===== config.mk =====
export PLATFORM = sky130hd
export DESIGN_NAME = rtc_read_sequencer
export DESIGN_NICKNAME = d
export VERILOG_FILES = /design/src/rtl/rtc_read_sequencer.sv
export SDC_FILE = /design/constraint.sdc
export NUM_CORES = 1
export LEC_CHECK = 0
export BUFFER_PORTS_ARGS = -buffer_cell sky130_fd_sc_hd__buf_2
export CAP_MARGIN = 20
export CORE_MARGIN = 2
export CORE_UTILIZATION = 60
export CTS_BUF_LIST = sky130_fd_sc_hd__clkbuf_2
export DETAILED_ROUTE_END_ITERATION = 12
export GPL_TIMING_DRIVEN = 1
export PLACE_DENSITY = 0.88
export SLEW_MARGIN = 0
export SYNTH_ARGS = -nofsm -noshare
export SYNTH_HDL_FRONTEND = slang
export SYNTH_SLANG_ARGS = --single-unit

===== constraint.sdc =====
create_clock -name clk -period 4.4 [get_ports clk]
set_input_delay 0.44 -clock clk [delete_from_list [all_inputs] [get_ports clk]]
set_output_delay 0.44 -clock clk [all_outputs]
set_load 0.02 [all_outputs]

===== src/rtl/rtc_read_sequencer.sv =====
// Reads the nine RTC time/date/timer registers in order and hands each byte to the
// R0..R8 demux as a dato/selector pair, parking the selector outside 0..8 between writes.
module rtc_read_sequencer #(
   parameter int          TIMEOUT  = 64,
   parameter logic [3:0]  IDLE_SEL = 4'hF
) (
   input  logic       clk,
   input  logic       reset,
   input  logic       start,
   output logic       bus_req,
   output logic [7:0] bus_addr,
   input  logic       bus_ack,
   input  logic [7:0] bus_rdata,
   output logic [7:0] dato,
   output logic [3:0] selector,
   output logic       busy,
   output logic       done,
   output logic       err
);

   // Bus handshake: bus_req is a level held with a stable bus_addr until either a
   // single-cycle bus_ack (bus_rdata valid in that same cycle) or TIMEOUT cycles pass.
   // An ack is only honoured while bus_req is high; ack wins over a same-cycle timeout.

   localparam int CW = $clog2(TIMEOUT + 1);
   localparam logic [3:0] LAST_IDX = 4'd8;

   typedef enum logic [1:0] {IDLE, REQ, WRITE, DONE} state_t;

   state_t          state, state_n;
   logic [3:0]      idx, idx_n;
   logic [CW-1:0]   cnt, cnt_n;
   logic            bus_req_n, busy_n, done_n, err_n;
   logic [7:0]      bus_addr_n, dato_n;
   logic [3:0]      selector_n;

   function automatic logic [7:0] addr_of(input logic [3:0] i);
      case (i)
         4'd0:    addr_of = 8'h21;
         4'd1:    addr_of = 8'h22;
         4'd2:    addr_of = 8'h23;
         4'd3:    addr_of = 8'h24;
         4'd4:    addr_of = 8'h25;
         4'd5:    addr_of = 8'h26;
         4'd6:    addr_of = 8'h41;
         4'd7:    addr_of = 8'h42;
         default: addr_of = 8'h43;
      endcase
   endfunction

   always_ff @(posedge clk) begin
      if (reset) begin
         state    <= IDLE;
         idx      <= 4'd0;
         cnt      <= '0;
         bus_req  <= 1'b0;
         bus_addr <= 8'h00;
         dato     <= 8'h00;
         selector <= IDLE_SEL;
         busy     <= 1'b0;
         done     <= 1'b0;
         err      <= 1'b0;
      end else begin
         state    <= state_n;
         idx      <= idx_n;
         cnt      <= cnt_n;
         bus_req  <= bus_req_n;
         bus_addr <= bus_addr_n;
         dato     <= dato_n;
         selector <= selector_n;
         busy     <= busy_n;
         done     <= done_n;
         err      <= err_n;
      end
   end

   always_comb begin
      state_n    = state;
      idx_n      = idx;
      cnt_n      = cnt;
      bus_req_n  = bus_req;
      bus_addr_n = bus_addr;
      dato_n     = dato;
      selector_n = IDLE_SEL;
      busy_n     = busy;
      done_n     = 1'b0;
      err_n      = err;
      case (state)
         IDLE: begin
            if (start) begin
               idx_n      = 4'd0;
               err_n      = 1'b0;
               busy_n     = 1'b1;
               cnt_n      = '0;
               bus_req_n  = 1'b1;
               bus_addr_n = addr_of(4'd0);
               state_n    = REQ;
            end
         end
         REQ: begin
            if (!bus_req) begin
               // Gap cycle after a timeout: relaunch the request for the next index.
               bus_req_n  = 1'b1;
               bus_addr_n = addr_of(idx);
               cnt_n      = '0;
            end else if (bus_ack) begin
               dato_n     = bus_rdata;
               bus_req_n  = 1'b0;
               cnt_n      = '0;
               selector_n = idx;
               state_n    = WRITE;
            end else if (cnt == CW'(TIMEOUT - 1)) begin
               bus_req_n = 1'b0;
               err_n     = 1'b1;
               cnt_n     = '0;
               if (idx == LAST_IDX) begin
                  state_n = DONE;
                  done_n  = 1'b1;
                  busy_n  = 1'b0;
               end else begin
                  idx_n = idx + 4'd1;
               end
            end else begin
               cnt_n = cnt + CW'(1);
            end
         end
         WRITE: begin
            if (idx == LAST_IDX) begin
               state_n = DONE;
               done_n  = 1'b1;
               busy_n  = 1'b0;
            end else begin
               idx_n      = idx + 4'd1;
               bus_req_n  = 1'b1;
               bus_addr_n = addr_of(idx + 4'd1);
               cnt_n      = '0;
               state_n    = REQ;
            end
         end
         default: begin
            state_n = IDLE;
         end
      endcase
   end

endmodule


# Word level (Yosys, flattened, before mapping)
# Memory sizes are Yosys's and may differ from the RTL's. A register that Yosys moved wholly into a read port is not among the register bits.
# Cells that the tools add are included.
# Widths: inputs -> output; s select.
[totals]
reg_bits = 37
latch_bits = 0
ram_bits = 0
romBits = 80
out_inout_bits = 24
elab_cells = 87
memories = 2
[mem_list]
columns = ["name", "words", "width", "rd", "rd_ports_with_merged_regs", "write_ports", "line_no", "rtl"]
rows = [
  ["(name not given)", 8, 5, 1, 1, 0, "38", "case (i)"],
  ["(name not given)", 8, 5, 1, 0, 0, "38", ""],
]
[op_classes]
addsub = 2
n_mul = 0
div = 0
order_cmp = 0
n_eq_ne = 12
shift = 0
n_mux = 48
n_bitwise = 3
n_reduce_logical = 10
[op_table]
columns = ["cell", "count"]
rows = [
  ["$mux 8", 5],
  ["$mux 7", 5],
  ["$pmux 8 s3", 1],
  ["$pmux 7 s3", 1],
  ["$mux 4", 5],
  ["$mux 1", 17],
  ["$mux 2", 6],
  ["$ne 2x2->1 const B", 6],
  ["$pmux 4 s3", 1],
  ["$reduce_and 5->1", 2],
  ["$reduce_and 4->1", 2],
  ["$add 7x1->7 const B", 1],
  ["$eq 7x6->1 const B", 1],
  ["$mux 3", 2],
  ["$ne 3x3->1 const B", 2],
  ["$pmux 1 s3", 2],
  ["$pmux 2 s3", 1],
  ["$reduce_and 3->1", 2],
  ["$add 4x1->4 const B", 1],
  ["$eq 4x4->1 const B", 1],
  ["$pmux 1 s2", 2],
  ["$reduce_or 4->1", 1],
  ["$not 1->1", 3],
  ["$reduce_bool 3->1", 1],
  ["4 further kinds", 4],
]

# Longest topological paths before layout
# Gate-level depths: netlist (run 1).
[depth]
depth_word = 8
depth_mapped = 8

# Worst setup path after synthesis (run 1)
# OpenSTA, ideal clock, no wires.
[synth_timing]
path_kind = "reg2reg"
from = "register state[0]"
to = "register idx[3]"
arrival_time_ps = 1847
required_time_ps = 4330
path_slack_ps = 2483
stages_incl_launch_ff = 8
period_less_slack_ps = 1917
path_cell_list = "dfxtp_1 > inv_1 > ha_1 > and2b_4 > a211oi_4 > nand2_2 > or4_1 > a21oi_1"
[synth_between]
elab_chain_cells = 3
[synth_rtl]
columns = ["element", "line_no", "rtl"]
rows = [
  ["start, declared", "30", "state_t state, state_n;"],
  ["start signal, assigned", "64", "state <= state_n;"],
  ["$eq 2x1->1 (tied with other cells)", "88", "case (state)"],
  ["$ne 2x2->1 (no line) / $reduce_bool 3->1 (equally long branches)", "--", ""],
  ["$reduce_and 5->1 (no line)", "--", ""],
  ["end signal, assigned", "65", "idx <= idx_n;"],
  ["end, declared", "31", "logic [3:0] idx, idx_n;"],
]
# Parallel ways exist; a longest one is shown, timed or not.
# A chain may end at the register's enable or synchronous reset.

# Worst setup path in the final report (run 1)
[layout_timing]
from = "register idx[0]"
to = "register bus_addr[0]"
[layout_between]
elab_chain_cells = 5
[layout_rtl]
columns = ["element", "line_no", "rtl"]
rows = [
  ["$add 4x1->4", "135", "bus_addr_n = addr_of(idx + 4'd1);"],
  ["$mem_v2 8x5", "--", ""],
  ["$mux 8", "38", ""],
  ["$mux 8", "128", "if (idx == LAST_IDX) begin"],
  ["$pmux 8 s3", "88", ""],
  ["end signal, assigned", "68", "bus_addr <= bus_addr_n;"],
  ["end, declared", "11", "output logic [7:0] bus_addr,"],
]
# Parallel ways exist; a longest one is shown, timed or not. The select of a mux whose other input is x is not followed.

==> impl_results.md, run 1 <==
* Status: completed
* Leading area contributor after synthesis: dfxtp_1
* Worst hold path class: input port to flop
* Path depth of the worst reg2reg path at 7
* CTS Hold Bufs at 0
* Vias in the first global route at 1480
* Synth Instances at 224
* Drt pass-1 iters at 4
* Worst Hold Depth at 3
* Layout cell share with drive strength beyond 1 at 18.2%
* Die height at 60.0 um
* Peak supply drop at 230 uV
* Top cells by area, synth: dfxtp_1 41%, nand2_1 6.2%, ha_1 5.3%
* Final Slew Violations at 0
* Sequential share of the synthesized area at 41.4%
* # diodes at 0
* Setup CP Type: flop to flop
* Yosys reg bits at 39
* Met2 wire length at 1.66 mm
* Hold Path Origin: bus_rdata[3]
* PwrDens at 490 nW/um2
* Worst reg2reg path endpoint: bus_addr[0]
* Met3 wire len at 342 um
* CP Data Arrival Time at 2.81 ns
* Top Metal Used: met4
* Via count at 1704
* Post-route ant nets at 0
* Clk slew on worst S/H paths at 0.19 ns
* R2R setup slack at 1.92 ns
* Worst hold endpoint: dato[3]
* Hold Vio Cnt, Final at 0
* Die area at 3600 um2
* RSZ-0062 raised after global routing: false
* Crit Path Max Fanout at 13
* Syn_area_per_cell at 8.41 um2
* Antenna violations before repair at 0
* Root Buffer: clkbuf_2
* Clk sinks at 39
* Finished Core Util at 69.5%
* FP Rows at 20
* Grt ovf at 0
* Switching Share at 39.0%
* Total CTS buffers at 5
* Worst slew margin at 45.7%
* Comb pwr share at 38.0%
* CTS tree: built
* Area delta synth->final at 11.6%
* Minimum clock period at 2.48 ns
* Synth top area share at 41.4%
* Worst-Margin Slew at 0.813 ns
* Leakage at 0.850 nW
* Yosys warnings at 0
* Worst r2r src: idx[0]
* Sw Pwr at 0.000402 W
* DRC at 0
* Top_reg_cell synth: dfxtp_1
* Effective utilization at floorplan at 62.2%
* Setup crit start kind: flop
* Routability Congestion at 0.857
* CP peak stage delay at 0.72 ns
* Clk Latency, worst-skew pair at 0.41 ns
* Layout Skew at 0.0235 ns
* Via density at 5.74
* All-Layer GR Usage at 24.7%
* Drt total wl at 3.91 mm
* DRT iter0 DRCs at 92
* Resize count post-CTS at 0
* Int Pwr at 0.000629 W
* CP cell instances: inv_1 -> ha_1 -> and3b_1 -> a211oi_2 -> and2_1 -> nor2_1 -> a311oi_1
* CTS Buffer Depth at 2
* Die X-Extent at 60.0 um
* EDFF count, synth at 0
* Max-cap violations at 0
* Metal-1 WL at 1.85 mm
* Clock network fraction of design power at 20.3%
* Synth unique cells at 48
* Max Freq at 403 MHz
* I/O pin total at 36
* Seq pwr share at 41.7%
* Syn Std Cell Area at 1880 um2
* Nets@finish at 272
* Area of the core at 3030 um2
* Setup tns final at 0 ns
* H-Tree Depth at 2
* FFs w/ async S/R, synth at 0%
* Worst setup EP type: flop
* Req. time, crit path at 4.73 ns
* Slowest CP cell: a211oi_2
* First-pass GRT wire length at 6.62 mm
* Setup violators final at 0
* Tcrit/Tclk final at 56.3%
* # Post-CTS Setup Buffers at 0
* DP Wirelength at 2.84 mm
* Routed length per instance at 13.2 um
* Largest net degree at the start of global routing at 27
* I/O Buffers at 32
power groups by stage:
stage | Clock (W) | Combinational (W) | Sequential (W)
2_1_floorplan | 0 | 0.000277 | 0.000461
3_3_place_gp | 0 | 0.000379 | 0.000434
3_5_place_dp | 0 | 0.000385 | 0.000437
4_1_cts | 0.000211 | 0.000387 | 0.000429
5_1_grt | 0.000224 | 0.000436 | 0.000436
6_report | 0.000210 | 0.000392 | 0.000430
through the flow:
| step | total power (W) | hold slack [ns] | setup WS [ns] | area, um2 | std cells |
|---|---|---|---|---|---|
| floorplan | 0.000738 | 0.407 | 2.48 | 1890 | 226 |
| global placement | 0.000814 | 0.423 | 2.08 | 2040 | 289 |
| detailed placement | 0.000823 | 0.421 | 1.96 | 2040 | 289 |
| CTS | 0.00103 | 0.233 | 1.93 | 2100 | 297 |
| global route | 0.00110 | 0.222 | 1.74 | 2100 | 297 |
| finish | 0.00103 | 0.235 | 1.92 | 2100 | 297 |
layer usage:
layer | track usage [%] | vias to the layer above
met4 | 8.57 | 0
met5 | 0 | -
met3 | 7.36 | 7
met2 | 37.1 | 77
li1 | - | 842
met1 | 33.7 | 778
final cells by class:
type	instances	area, um2
clock buffer	5	25.0
clock inverter	3	38.8
fill	266	925
inverter	11	41.3
multi-input combinational	163	1000
sequential	39	781
tap	44	55.1
timing repair buffer	32	160
Yosys cell counts (2+ instances only):
| library cell | instances |
|---|---|
| o21ai_0 | 12 |
| xnor2_1 | 2 |
| and4_1 | 3 |
| clkbuf_1 | 6 |
| xor2_1 | 4 |
| or3_1 | 3 |
| nor3_1 | 2 |
| buf_4 | 4 |
| inv_1 | 11 |
| nor2_1 | 17 |
| and2_1 | 2 |
| or4_1 | 3 |
| mux2i_1 | 2 |
| nand3b_1 | 2 |
| nand2_1 | 31 |
| a31oi_1 | 3 |
| nor2b_1 | 3 |
| dfxtp_1 | 39 |
| nand2b_1 | 2 |
| o22ai_1 | 2 |
| a211oi_1 | 2 |
| nand3_1 | 10 |
| buf_2 | 3 |
| a21boi_0 | 2 |
| o31ai_1 | 5 |
| nand4_1 | 4 |
| a21oi_1 | 17 |
| ha_1 | 8 |
worst max-delay path: cells and delay by family (launching register included):
family                     cells  cell delay [ns]
AOI/OAI and AO/OA              2             0.96
adders and majority gates      1             0.24
buffers and inverters          1             0.15
DFF                            1             0.45
and+or+nand+nor                3             0.62
cells by family after synthesis:
family / synth area share, %
buf+inv: 5.78
flops: 41.4
compound gates: 19.8
simple gates: 23.6
fa+ha+maj: 5.31
xor+xnor: 2.79
other cells: 0.199
mux: 1.06
cell usage in the layout (no fill, tap or decap), types with 3 or more instances in the layout:
| cell | count |
|---|---|
| nand4_1 | 4 |
| and4_1 | 3 |
| ha_1 | 8 |
| buf_2 | 32 |
| clkbuf_2 | 5 |
| conb_1 | 3 |
| nor2b_1 | 3 |
| nand2_1 | 31 |
| nand3_1 | 10 |
| xor2_1 | 4 |
| or4_1 | 3 |
| a31oi_1 | 3 |
| o31ai_1 | 5 |
| o21ai_0 | 12 |
| or3_1 | 3 |
| nor2_1 | 17 |
| inv_1 | 11 |
| a21oi_1 | 17 |
| dfxtp_1 | 39 |
how the worst max path moves through the flow:
stage	start	slack, ns	cells past startpoint	end
global placement	idx[1]	2.08	7	bus_addr[0]
detailed placement	idx[1]	1.96	7	bus_addr[0]
CTS	idx[1]	1.93	7	bus_addr[0]
global route	idx[1]	1.74	7	bus_addr[0]
finish	idx[0]	1.92	7	bus_addr[0]
floorplan	state[0]	2.48	7	idx[3]
(Power assumes the default switching activity.)
==> inputs of run 2 (changes only) <==
--- a/config.mk
+++ b/config.mk
@@ -8,11 +8,11 @@
 export BUFFER_PORTS_ARGS = -buffer_cell sky130_fd_sc_hd__buf_2
 export CAP_MARGIN = 20
 export CORE_MARGIN = 2
-export CORE_UTILIZATION = 60
+export CORE_UTILIZATION = 57
 export CTS_BUF_LIST = sky130_fd_sc_hd__clkbuf_2
 export DETAILED_ROUTE_END_ITERATION = 12
 export GPL_TIMING_DRIVEN = 1
-export PLACE_DENSITY = 0.88
+export PLACE_DENSITY = 0.84
 export SLEW_MARGIN = 0
 export SYNTH_ARGS = -nofsm -noshare
 export SYNTH_HDL_FRONTEND = slang
==> constraint.sdc (replaced) <==
create_clock -name clk -period 2.35 [get_ports clk]
set_input_delay 0.235 -clock clk [delete_from_list [all_inputs] [get_ports clk]]
set_output_delay 0.235 -clock clk [all_outputs]
set_load 0.02 [all_outputs]
==> run 2 against run 1 <==
Sequential power rose by 87%. Largest cell class unchanged. First-iteration DRC count rose by 41%. Setup slack got worse by 1.8 ns. Utilization rose by 1.5 points. Critical path type unchanged. Power rose by 100%.
==> impl_results.md, run 2 (synthesis results as in run 1) <==
* Status: completed
* Vias in the first global route at 1522
* Die area at 3780 um2
* FP Rows at 20
* Clk sinks at 39
* Total CTS buffers at 5
* Sw Pwr at 0.000780 W
* Clk slew on worst S/H paths at 0.21 ns
* Setup tns final at 0 ns
* Worst r2r src: state[0]
* All-Layer GR Usage at 24.2%
* Seq pwr share at 38.5%
* Die height at 61.5 um
* # diodes at 0
* Max Freq at 453 MHz
* Drt pass-1 iters at 4
* Setup CP Type: flop to flop
* Slowest CP cell: dfxtp_1
* # fillers at 275
* Clk Latency, worst-skew pair at 0.41 ns
* CP peak stage delay at 0.44 ns
* Switching Share at 37.4%
* First-pass GRT wire length at 6.77 mm
* H-Tree Depth at 2
* DRT iter0 DRCs at 130
* CP cell instances: inv_1 -> ha_1 -> and2b_4 -> a211oi_4 -> nand4_1 -> a21o_1 -> o41ai_1
* Path depth of the worst reg2reg path at 7
* I/O pin total at 36
* CP Data Arrival Time at 2.50 ns
* Worst-Margin Slew at 0.503 ns
* CTS tree: built
* Setup violators final at 0
* Area of the core at 3100 um2
* Via density at 5.61
* Largest net degree at the start of global routing at 27
* Area delta synth->final at 16.9%
* Max-cap violations at 0
* Nets@finish at 280
* DP Wirelength at 2.92 mm
* Minimum clock period at 2.21 ns
* Worst setup EP type: flop
* Most frequent cells in the layout: 39 x dfxtp_1, 32 x buf_2, 31 x nand2_1
* PwrDens at 948 nW/um2
* Peak supply drop at 574 uV
* # Post-CTS Setup Buffers at 0
* Via count at 1712
* Die X-Extent at 61.5 um
* Clock network fraction of design power at 24.7%
* Final Slew Violations at 0
* Drt total wl at 4.17 mm
* Final WS setup at 0.144 ns
* Commonest non-fill, non-tap cell in the layout: dfxtp_1
* Cell family with most CP delay: compound AO/OA/AOI/OAI gates
* Cell count along the critical path at 7
* CTS Buffer Depth at 2
* Layout cell share with drive strength beyond 1 at 19.5%
* Effective utilization at floorplan at 60.7%
* Layout Skew at 0.0271 ns
* Hold Vio Cnt, Final at 0
* DRC at 0
* Crit Path Max Fanout at 8
* Grt ovf at 0
* I/O Buffers at 32
* Tcrit/Tclk final at 93.9%
* Routed length per instance at 13.7 um
* Int Pwr at 0.00131 W
* Routability Congestion at 0.860
* Leakage at 0.895 nW
* Req. time, crit path at 2.65 ns
* Comb pwr share at 36.8%
* Worst slew margin at 66.5%
* Setup crit start kind: flop
* CP startpoint: state[0]
* Root Buffer: clkbuf_2
* Worst hold path class: input port to flop
* Place WS at 0.225 ns
* Post-route ant nets at 0
* R2R setup slack at 0.14 ns
* Antenna violations before repair at 0
* RSZ-0062 raised after global routing: false
* Crit path buf inv count at 1
* Resize count post-CTS at 0
## run 2: repair_timing
| action | CTS | global route |
|---|---|---|
| hold buffers | 2 | 2 |
| hold endpoints to repair | 2 | 2 |
| endpoints found under the setup margin | 0 | 0 |
## run 2: metrics by stage
| step | utilization (%) | hold slack [ns] | cell area, um2 | total power, W | instances |
|---|---|---|---|---|---|
| 3_5_place_dp | 66.7 | 0.432 | 2070 | 0.00156 | 293 |
| 2_1_floorplan | - | 0.371 | 1890 | 0.00138 | 226 |
| 4_1_cts | 70.3 | 0.00165 | 2180 | 0.00208 | 303 |
| 5_1_grt | 71.0 | 0.00189 | 2200 | 0.00222 | 305 |
| 3_3_place_gp | 66.7 | 0.417 | 2070 | 0.00154 | 293 |
| 6_report | 71.0 | 0.0307 | 2200 | 0.00209 | 305 |
## run 2: worst register-to-register path, delay by kind of cell (launching register included)
family	cells	cell delay [ns]
AND/OR/NAND/NOR	2	0.43
AO/OA/AOI/OAI	3	0.89
buffers and inverters	1	0.10
adder cells (fa/ha/maj)	1	0.26
flip-flops	1	0.44
## run 2: power groups by stage
stage / combinational [W] / sequential [W] / clock, W
after floorplan: 0.000519 / 0.000862 / 0
after global placement: 0.000725 / 0.000814 / 0
after detailed placement: 0.000743 / 0.000817 / 0
after CTS: 0.000749 / 0.000803 / 0.000525
after global routing: 0.000851 / 0.000817 / 0.000553
final: 0.000767 / 0.000803 / 0.000516
## run 2: how the worst min path moves through the flow
stage,startpoint,to,slack (ns),depth (start not counted)
after detailed placement,cnt[6],cnt[6],0.43,2
after global placement,cnt[6],cnt[6],0.42,2
after global routing,bus_rdata[3],dato[3],0.002,3
after floorplan,bus_rdata[0],dato[0],0.37,2
after CTS,bus_rdata[0],dato[0],0.002,3
final,bus_rdata[3],dato[3],0.03,3
## run 2: layout make-up
class | instances | area (um2) | share of cell area (%)
clock buffers | 5 | 25.0 | 1.14
clock inverters | 3 | 67.6 | 3.07
inverters | 11 | 41.3 | 1.88
multi-input cells | 163 | 1000 | 45.5
flip-flops and latches | 39 | 781 | 35.5
well taps | 44 | 55.1 | 2.50
repair buffers | 40 | 230 | 10.5
## run 2: per-layer routing
layer	up-vias	global-route usage, %	part of all wire [%]
met4	0	8.81	1.1
met1	780	32.3	44
met2	73	37.0	47
li1	854	-	-
met5	-	0	0
met3	5	7.35	7.5
==> inputs of run 3 (changes only) <==
--- a/config.mk
+++ b/config.mk
@@ -8,11 +8,11 @@
 export BUFFER_PORTS_ARGS = -buffer_cell sky130_fd_sc_hd__buf_2
 export CAP_MARGIN = 20
 export CORE_MARGIN = 2
-export CORE_UTILIZATION = 57
+export CORE_UTILIZATION = 45
 export CTS_BUF_LIST = sky130_fd_sc_hd__clkbuf_2
 export DETAILED_ROUTE_END_ITERATION = 12
 export GPL_TIMING_DRIVEN = 1
-export PLACE_DENSITY = 0.84
+export PLACE_DENSITY = 0.69
 export SLEW_MARGIN = 0
 export SYNTH_ARGS = -nofsm -noshare
 export SYNTH_HDL_FRONTEND = slang
==> constraint.sdc (replaced) <==
create_clock -name clk -period 2.2 [get_ports clk]
set_input_delay 0.22 -clock clk [delete_from_list [all_inputs] [get_ports clk]]
set_output_delay 0.22 -clock clk [all_outputs]
set_load 0.02 [all_outputs]
==> run 3 against run 2 <==
Die area is 25% higher. Sequential power rose by 6.6%. Wire length is 1.7% higher. Flip-flop and latch count did not move. Clock power up 5.6%. Global-route usage shrank 5.2 points. Register-to-register slack hardly changed. Sequential share of layout area fell by 0.56 points. Clock-buffer cell count is 1 higher. Utilization down 15 points. Via count down 2.2%. Critical path depth did not move. Highest routed layer unchanged.
==> impl_results.md, run 3 (synthesis results as in run 1) <==
* Status: completed
* All-Layer GR Usage at 19.0%
* Placed instance area at 2140 um2
* Layout Skew at 0.0128 ns
* Path depth of the worst reg2reg path at 7
* # Post-CTS Setup Buffers at 0
* Die area at 4720 um2
* CP startpoint: state[0]
* Hold Path Origin: bus_rdata[0]
* Clk Latency, worst-skew pair at 0.40 ns
* Setup violators final at 0
* Drt total wl at 4.24 mm
* CP Data Arrival Time at 2.41 ns
* Setup CP Type: flop to flop
* Sw Pwr at 0.000824 W
* PwrDens at 1020 nW/um2
* Worst r2r src: state[0]
* Area delta synth->final at 18.7%
* Worst hold endpoint: dato[0]
* Commonest non-fill, non-tap cell in the layout: dfxtp_1
* Clk sinks at 39
* Clock network fraction of design power at 23.9%
* Nets@finish at 285
* Grt ovf at 0
* Finished Core Util at 55.5%
* I/O Buffers at 32
* Setup tns final at 0 ns
* Crit Path Max Fanout at 8
* Hold Vio Cnt, Final at 0
* Worst Hold Depth at 3
* DRC at 0
* Effective utilization at floorplan at 46.8%
* Via count at 1675
* Peak supply drop at 478 uV
* Final Slew Violations at 0
* Post-route ant nets at 0
* Die X-Extent at 68.7 um
* Worst hold path class: input port to flop
* Setup crit start kind: flop
* DP Wirelength at 3.16 mm
* Most frequent cells in the layout: 39 x dfxtp_1, 32 x buf_2, 31 x nand2_1
* Max Freq at 484 MHz
* Worst setup EP type: flop
* Finished Cell Area at 2240 um2
* CTS Buffer Depth at 2
* Comb pwr share at 38.5%
* Place WS at 0.121 ns
* Via density at 5.30
* Minimum clock period at 2.06 ns
* Routability Congestion at 0.825
* Largest net degree at the start of global routing at 26
* Max-cap violations at 0
* Int Pwr at 0.00145 W
* FP Rows at 23
* Die height at 68.7 um
* Leakage at 0.924 nW
* Switching Share at 36.2%
* Drt pass-1 iters at 4
* RSZ-0062 raised after global routing: false
* Tcrit/Tclk final at 93.8%
* Req. time, crit path at 2.54 ns
* Area of the core at 4030 um2
* I/O pin total at 36
* Final WS setup at 0.136 ns
* # fillers at 373
* Hold WS at 0.0260 ns
* H-Tree Depth at 2
* Total CTS buffers at 5
* DRT iter0 DRCs at 60
* Clk slew on worst S/H paths at 0.19 ns
* Worst reg2reg path endpoint: idx[3]
* Seq pwr share at 37.6%
* Routed length per instance at 13.4 um
* CTS tree: built
* Antenna violations before repair at 0
* Root Buffer: clkbuf_2
* R2R setup slack at 0.14 ns
* Layout cell share with drive strength beyond 1 at 22.2%
* Vias in the first global route at 1465
* First-pass GRT wire length at 6.52 mm
* # diodes at 0
[run 3: changes by cell type in the layout (fill, tap and decap cells not counted)]
cell / previous run / this run
buf_4: 4 / 12
dlygate4sd3_1: 4 / 1
clkbuf_2: 5 / 6
clkinvlp_4: 1 / 0
[run 3: worst max-delay path by stage]
stage	end	slack [ns]	cells past startpoint
floorplan	idx[3]	0.28	7
CTS	flop	0.09	7
global placement	flop	0.17	7
detailed placement	flop	0.12	7
global route	idx[3]	0.008	7
finish	idx[3]	0.14	7
[run 3: final cells by class]
cell class                 instances  area (um2)  area share (%)
clock buffer                       6        30.0            1.34
clock inverter                     2        60.1            2.68
inverter                          11        41.3            1.85
multi-input combinational        163        1000            44.8
sequential                        39         781            34.9
tap                               50        62.6            2.80
timing repair buffer              45         260            11.6
[run 3: what timing repair did]
action / 4_1_cts / 5_1_grt
endpoints found under the setup margin: 0 / 3
endpoints found under the hold margin: 0 / 1
gates resized for setup: 0 / 0
hold buffers: 0 / 1
[run 3: layer usage]
| layer | track usage, % | part of all wire (%) |
|---|---|---|
| met2 | 31.7 | 50 |
| met3 | 4.22 | 5.0 |
| met1 | 23.8 | 44 |
| met4 | 7.35 | 1.3 |
| met5 | 0 | 0 |
[run 3: worst max-delay path, stage by stage (launching register included)]
cell and delay (ns):
dfxtp_1 0.44, inv_1 0.10, ha_1 0.24, and2b_4 0.21, a211oi_4 0.31, nand2_2 0.10, or4_1 0.48, a21oi_1 0.14
[run 3: power by group through the flow]
stage	Sequential, W	Combinational (W)	Clock (W)
3_3_place_gp	0.000870	0.000872	0
4_1_cts	0.000857	0.000878	0.000557
2_1_floorplan	0.000921	0.000554	0
6_report	0.000856	0.000876	0.000545
3_5_place_dp	0.000872	0.000876	0
5_1_grt	0.000870	0.000973	0.000582
[run 3: through the flow]
step | instances | power, W
after CTS | 315 | 0.00229
after detailed placement | 307 | 0.00175
after floorplan | 226 | 0.00148
after global routing | 316 | 0.00242
after global placement | 307 | 0.00174
final | 316 | 0.00228
